### config.mk
export PLATFORM = sky130hd
export DESIGN_NAME = uc_irq
export DESIGN_NICKNAME = d
export VERILOG_FILES = /design/src/rtl/uc_irq.sv
export SDC_FILE = /design/constraint.sdc
export NUM_CORES = 1
export LEC_CHECK = 0
export CORE_MARGIN = 2
export CORE_UTILIZATION = 33
export DETAILED_ROUTE_END_ITERATION = 7
export PLACE_DENSITY = 0.91
export RECOVER_POWER = 50
export SYNTH_ARGS = -nofsm -noshare
export SYNTH_HDL_FRONTEND = slang
export SYNTH_SLANG_ARGS = --single-unit
### constraint.sdc
create_clock -name clk -period 2.41 [get_ports clk]
set_input_delay 0.482 -clock clk [delete_from_list [all_inputs] [get_ports clk]]
set_output_delay 0.482 -clock clk [all_outputs]
set_load 0.005 [all_outputs]
### src/rtl/uc_irq.sv
// uc_irq: monocycle CPU opcode decode plus a vectored, fixed-priority interrupt sequencer.
// Define UC_IRQ_EDGE_EN for edge-latched pending requests; otherwise requests are level-sensitive.
module uc_irq #(
  parameter int              N_IRQ      = 2,
  parameter int              VEC_W      = 10,
  parameter logic [VEC_W-1:0] VEC_BASE  = 10'h3F0,
  parameter int              VEC_STRIDE = 2
) (
  input  logic             clk,
  input  logic             reset,
  input  logic [15:0]      opcode,
  input  logic             z,
  input  logic [N_IRQ-1:0] irq,
  output logic             s_inc,
  output logic             we3,
  output logic             wez,
  output logic             pop,
  output logic             push,
  output logic             s_stack,
  output logic             we4,
  output logic             we_out,
  output logic             timer_e,
  output logic             s_mem,
  output logic [1:0]       s_inm,
  output logic [1:0]       s_in,
  output logic [1:0]       s_out,
  output logic [2:0]       op_alu,
  output logic             s_vec,
  output logic             push_cur,
  output logic [VEC_W-1:0] vec_addr,
  output logic [N_IRQ-1:0] irq_ack,
  output logic             ie,
  output logic             in_isr
);

  localparam logic [0:0] ST_RUN = 1'b0;
  localparam logic [0:0] ST_ISR = 1'b1;

  logic             r_ie;
  logic [N_IRQ-1:0] r_mask;
  logic [0:0]       r_state;

  logic [N_IRQ-1:0] w_pend;
  logic [N_IRQ-1:0] w_act;
  logic [N_IRQ-1:0] w_sel;
  logic [N_IRQ-1:0] w_clr;
  logic [2:0]       w_win;
  logic             w_any;
  logic             w_take;
  logic             w_ei;
  logic             w_di;
  logic             w_reti;
  logic             w_mask_wr;
  logic             w_unused;

  assign w_unused = ^opcode[7:0];

`ifdef UC_IRQ_EDGE_EN
  logic [N_IRQ-1:0] r_pend;
  logic [N_IRQ-1:0] r_irq_q;

  // A new rising edge in the take cycle beats the clear, so that request is not lost.
  always_ff @(posedge clk or negedge reset) begin
    if (!reset) begin
      r_pend  <= '0;
      r_irq_q <= '0;
    end else begin
      r_irq_q <= irq;
      r_pend  <= (r_pend & ~w_clr) | (irq & ~r_irq_q);
    end
  end

  assign w_pend = r_pend;
`else
  assign w_pend = irq;
`endif

  assign w_act = w_pend & r_mask;
  assign w_any = |w_act;

  // Scan high to low so the lowest set index ends up as the winner.
  always_comb begin
    w_win = '0;
    w_sel = '0;
    for (int i = N_IRQ - 1; i >= 0; i--) begin
      if (w_act[i]) begin
        w_win    = 3'(i);
        w_sel    = '0;
        w_sel[i] = 1'b1;
      end
    end
  end

  assign w_take   = reset & (r_state == ST_RUN) & r_ie & w_any;
  assign w_clr    = w_take ? w_sel : '0;
  assign vec_addr = w_any ? VEC_BASE + VEC_W'(VEC_STRIDE * int'(w_win)) : VEC_BASE;
  assign ie       = r_ie;
  assign in_isr   = (r_state == ST_ISR);

  always_comb begin
    s_inc     = 1'b1;
    we3       = 1'b0;
    wez       = 1'b0;
    pop       = 1'b0;
    push      = 1'b0;
    s_stack   = 1'b0;
    we4       = 1'b0;
    we_out    = 1'b0;
    timer_e   = 1'b0;
    s_mem     = 1'b0;
    s_inm     = 2'b00;
    s_in      = 2'b00;
    s_out     = 2'b00;
    op_alu    = 3'b000;
    s_vec     = 1'b0;
    push_cur  = 1'b0;
    irq_ack   = '0;
    w_ei      = 1'b0;
    w_di      = 1'b0;
    w_reti    = 1'b0;
    w_mask_wr = 1'b0;
    if (!reset) begin
      s_inc = 1'b1;
    end else if (w_take) begin
      // The fetched instruction is dropped; pushing the current PC re-runs it after RETI.
      push     = 1'b1;
      push_cur = 1'b1;
      s_inc    = 1'b0;
      s_vec    = 1'b1;
      irq_ack  = w_sel;
    end else begin
      casez (opcode[15:10])
        6'b0?????: begin we3 = 1'b1; wez = 1'b1; op_alu = opcode[12:10]; end
        6'b1000??: begin we3 = 1'b1; s_inm = 2'b01; end
        6'b100100: s_inc = 1'b0;
        6'b100101: s_inc = ~z;
        6'b100110: s_inc = z;
        6'b101000: begin pop = 1'b1; s_stack = 1'b1; s_inc = 1'b0; end
        6'b101001: push = 1'b1;
        6'b101010: begin we3 = 1'b1; s_inm = 2'b11; s_in = opcode[9:8]; end
        6'b101011: begin we_out = 1'b1; s_out = 2'b00; end
        6'b101100: begin we_out = 1'b1; s_out = 2'b01; end
        6'b1110??: begin we4 = 1'b1; s_mem = 1'b0; end
        6'b110000: begin we4 = 1'b1; s_mem = 1'b1; end
        6'b1111??: begin we3 = 1'b1; s_inm = 2'b10; end
        6'b101111: timer_e = 1'b1;
        6'b110001: w_ei = 1'b1;
        6'b110010: w_di = 1'b1;
        6'b110011: begin pop = 1'b1; s_stack = 1'b1; s_inc = 1'b0; w_reti = 1'b1; end
        6'b110100: w_mask_wr = 1'b1;
        default: ;
      endcase
    end
  end

  always_ff @(posedge clk or negedge reset) begin
    if (!reset) begin
      r_ie    <= 1'b0;
      r_mask  <= '1;
      r_state <= ST_RUN;
    end else if (w_take) begin
      r_ie    <= 1'b0;
      r_state <= ST_ISR;
    end else begin
      if (w_ei || w_reti) r_ie <= 1'b1;
      else if (w_di)      r_ie <= 1'b0;
      if (w_reti)    r_state <= ST_RUN;
      if (w_mask_wr) r_mask  <= opcode[N_IRQ-1:0];
    end
  end

endmodule

==> Word-level counts from Yosys, hierarchy flattened <==
Index checks and enable logic that the tools add are counted.
{ "classes": {"add_sub_neg": 1, "n_mul": 0, "n_div": 0, "order_cmp": 0, "eq_ne": 17, "shifts": 0, "muxes": 65, "bitwise": 8, "reduce_logical": 10} }
{ "op_table": {"columns": ["op", "n"], "rows": [
  ["$eq A6 B6 Y1 const B", 14],
  ["$mux W1", 50],
  ["$mux W2", 9],
  ["$eq A4 B4 Y1 const B", 3],
  ["$mux W10", 1],
  ["$mux W3", 3],
  ["$reduce_or A2 Y1", 4],
  ["$add A5 B5 Y6 const A", 1],
  ["$pmux W2 S3", 1],
  ["$not A1 Y1", 4],
  ["$reduce_or A4 Y1", 1],
  ["$and A1 B1 Y1", 3],
  ["$pmux W1 S3", 1],
  ["$reduce_bool A3 Y1", 1],
  ["$reduce_or A3 Y1", 1],
  ["$and A2 B2 Y2", 1],
  ["$reduce_and A2 Y1", 1],
  ["$reduce_bool A2 Y1", 1],
  ["$logic_or A1 B1 Y1", 1]
]} }
{ "word_totals": {"regBits": 4, "latchBits": 0, "ramBits": 0, "romBits": 0, "inputBits": 21, "out_inout_bits": 35, "memories": 0} }

==> Longest topological paths before layout <==
{ "logic_depth": {"depth_word": 9, "depth_mapped": 6, "ltp_nobuf": 4} }

==> Worst setup path after synthesis <==
OpenSTA, ideal clock, no wires.
{ "synth_path": {"kind": "input-to-output", "startpoint": "input irq[0]", "endpoint": "output s_stack", "t_arrival_ns": 1.460, "required_ns": 1.928, "slack_ns": 0.468, "cell_stages": 5, "n_path_buf": 1, "path_cell_list": "a22oi_2 nor2_2 or3_1 nor2_1 buf_4"} }
{ "synth_between": {"elab_chain_len": 5} }
{ "synth_rtl": {"columns": ["item", "line", "text"], "rows": [
  ["from (decl)", "13", "input logic [N_IRQ-1:0] irq,"],
  ["$and A2 B2 Y2", "78", "assign w_act = w_pend & r_mask;"],
  ["$reduce_or A2 Y1", "79", "assign w_any = |w_act;"],
  ["$and A1 B1 Y1", "94", "assign w_take = reset & (r_state == ST_RUN) & r_ie & w_any;"],
  ["$mux W1 (2 in a row)", null, null],
  ["to (decl)", "19", "output logic s_stack,"]
]} }
No other way between the ends.

==> Final worst setup path <==
{ "layout_path": {"startpoint": "input opcode[15]", "endpoint": "output push"} }
{ "layout_between": {"elab_chain_len": 4} }
{ "layout_rtl": {"columns": ["item", "line", "text"], "rows": [
  ["from (decl)", "11", "input logic [15:0] opcode,"],
  ["$eq A6 B6 Y1", "132", "casez (opcode[15:10])"],
  ["$mux W1", "132", null],
  ["$mux W1", "124", "end else if (w_take) begin"],
  ["$mux W1", "122", "if (!reset) begin"],
  ["to (decl)", "18", "output logic push,"]
]} }
No other way between the ends.

==> qor.yml <==
outcome:
  outcome: "complete, no violations"
finish:
  antenna_cells: 0
  final_area_sq_mm: 0.00120
  final_cell_mix: "21 x dlygate4sd2_1, 18 x buf_4, 10 x conb_1"
  layout-drive-gt1-share: 0.308
  syn2layout_area_growth_pct: 94.5
  fin_nets: 165
  final_common_cell: "dlygate4sd2_1"
clocking:
  root_buffer: "clkbuf_4"
  cts_tree: "done"
  numCtsBuffers: 3
  clkTransAtPathRegs_ns: 0.04
  clock_latency_ns: 0.24
  h-tree-depth: 1
  cts.sinks: 4
  cts_buffer_depth: 2
  cts_hold_buf: 0
grt:
  grt_max_degree: 11
  grt_pass1_vias: 744
  grt_overflow: 0
  grt_usage: 0.188
  antenna_found_initial: 0
  grt_pass1_wl_um: 3020
routing:
  vias: 842
  detail-route-antenna-nets: 0
  avgViaCountPerCell: 5.01
  wire_per_inst_um: 12.8
  wirelength_um: 2150
  drcViolationCount: 0
  drt_first_pass_iters: 4
  drt-initial-drc-count: 12
logic_synthesis:
  ys_types: 36
  ys_ff_latch: 4
  ys_warn_count: 0
  syn_inst: 85
  synth_edf_count: 0
  synth-seq-area-share: 0.166
  ys.flop_type: "dfstp_2"
  async_flop_share: 1.00
  synthesis.area_sq_um: 618
  synth_area_per_cell_sq_um: 7.27
sta:
  finalCritPeriodShare: 0.989
  clock_skew_ns: 0.00200
  hold_viol: 0
  max_freq_mhz: 420
  report.final.slew_viol_count: 0
  whs_ns: 0.313
  post-route-min-period_ns: 2.38
  setup_viol: 0
flow_run:
  drv_cap: 0
placement:
  io_buffer_count: 39
  gp_congestion: 0.831
  place_area_sq_mm: 0.00110
  place_hpwl_um: 1620
power_and_ir_drop:
  vdd_drop_max_v: 0.000385
  combPwrFrac: 0.513
  share_seq_of_total_power: 0.253
  pwr_density_cell_mw_per_mm2: 340
  clockPowerShare: 0.234
  power.leakage_nw: 0.601
  switchingPower_uw: 135
  p_int_uw: 273
  switching_share: 0.332
worst_setup_path:
  start_kind: "input port"
  reg2reg_to: "r_mask[0]"
  critPathKind: "in2out"
  setup.worst_path.end: "push"
  setup.worst_path.end_class: "primary output"
  rrSetupSlack_ns: 0.64
  worstSetupStartpoint: "opcode[15]"
  path_max_fanout: 3
  worst_ep_required_time_ns: 1.93
  rr_worst_depth: 5
  timing.rr.start: "r_mask[0]"
  critPathArrivalTime_ns: 1.90
floorplan:
  fp.coreArea_sq_mm: 0.00175
  initial_core_util: 0.354
  dieHeight_um: 47.3
  io_pins: 56
  fp.dieW_um: 47.3
  dieArea_sq_mm: 0.00224
  std_cell_rows: 15
worst_hold_path:
  hold_path_class: "in2async"
state kept, by name, indices dropped and copies added (netlist names):
name,cells
in_isr,1
r_mask,2
ie,1
through the flow:
step	utilization	cells	TNS, ns	setup slack [ns]	power (mW)
after floorplan	-	93	0	0.468	0.194
after detailed placement	0.632	160	-6.40	-0.484	0.299
final	0.689	168	0	0.0263	0.408
after CTS	0.670	165	0	0.00210	0.406
after global placement	0.632	160	-5.75	-0.436	0.292
after global routing	0.689	168	-0.0256	-0.0210	0.437
layout make-up:
type | count | area [sq um]
fill | 141 | 543
inverter | 1 | 3.75
tap | 25 | 31.3
clock buffer | 4 | 26.3
sequential | 4 | 103
timing repair buffer | 63 | 546
multi-input combinational | 71 | 493
logic make-up after synthesis:
kind of cell,count (synthesis),share of synthesized area
multiplexers,3,0.0648
AND/OR/NAND/NOR,40,0.362
AO/OA/AOI/OAI,18,0.198
other,2,0.0122
flip-flops,4,0.166
buffers and inverters,18,0.196
routing by layer:
metal,global-route usage,wire (um)
met5,0,0
met3,0.0577,135
met1,0.226,843
met2,0.338,1150
met4,0.0167,17
worst min-delay path by stage:
| stage | start | end | cells past startpoint |
|---|---|---|---|
| 5_1_grt | reset | in_isr | 2 |
| 3_5_place_dp | in_isr | in_isr | 1 |
| 6_report | reset | ie | 2 |
| 2_1_floorplan | reset | ie | 0 |
| 4_1_cts | reset | ie | 2 |
| 3_3_place_gp | in_isr | in_isr | 1 |
power groups by stage:
stage / Combinational, mW / Clock (mW) / Sequential [mW]
floorplan: 0.0906 / 0 / 0.103
global placement: 0.189 / 0 / 0.104
detailed placement: 0.195 / 0 / 0.105
CTS: 0.202 / 0.0997 / 0.104
global route: 0.227 / 0.103 / 0.107
finish: 0.209 / 0.0957 / 0.103
repair_timing:
action                                  CTS  global route
endpoints found under the setup margin   22             3
pin swaps                                 6             2
hold endpoints to repair                  0             0
gates resized for setup                  40             6
buffers inserted                          1             3
cell usage after synthesis (all sizes together), types with 3 or more instances:
master | number | area [sq um]
a21oi | 5 | 25.0
and2 | 3 | 18.8
and3 | 3 | 18.8
buf | 14 | 106
clkbuf | 3 | 11.3
nand2 | 7 | 26.3
nand2b | 3 | 18.8
nor2 | 7 | 28.8
nor3 | 3 | 15.0
nor4 | 4 | 25.0
o21ai | 3 | 15.0
worst max-delay path: stages:
cell	delay, ns
clkdlybuf4s50_1	0.49
buf_4	0.15
nand2_2	0.08
nor4_4	0.29
o21a_1	0.17
dlygate4sd2_1	0.24
Power figures use the tool's default switching activity.
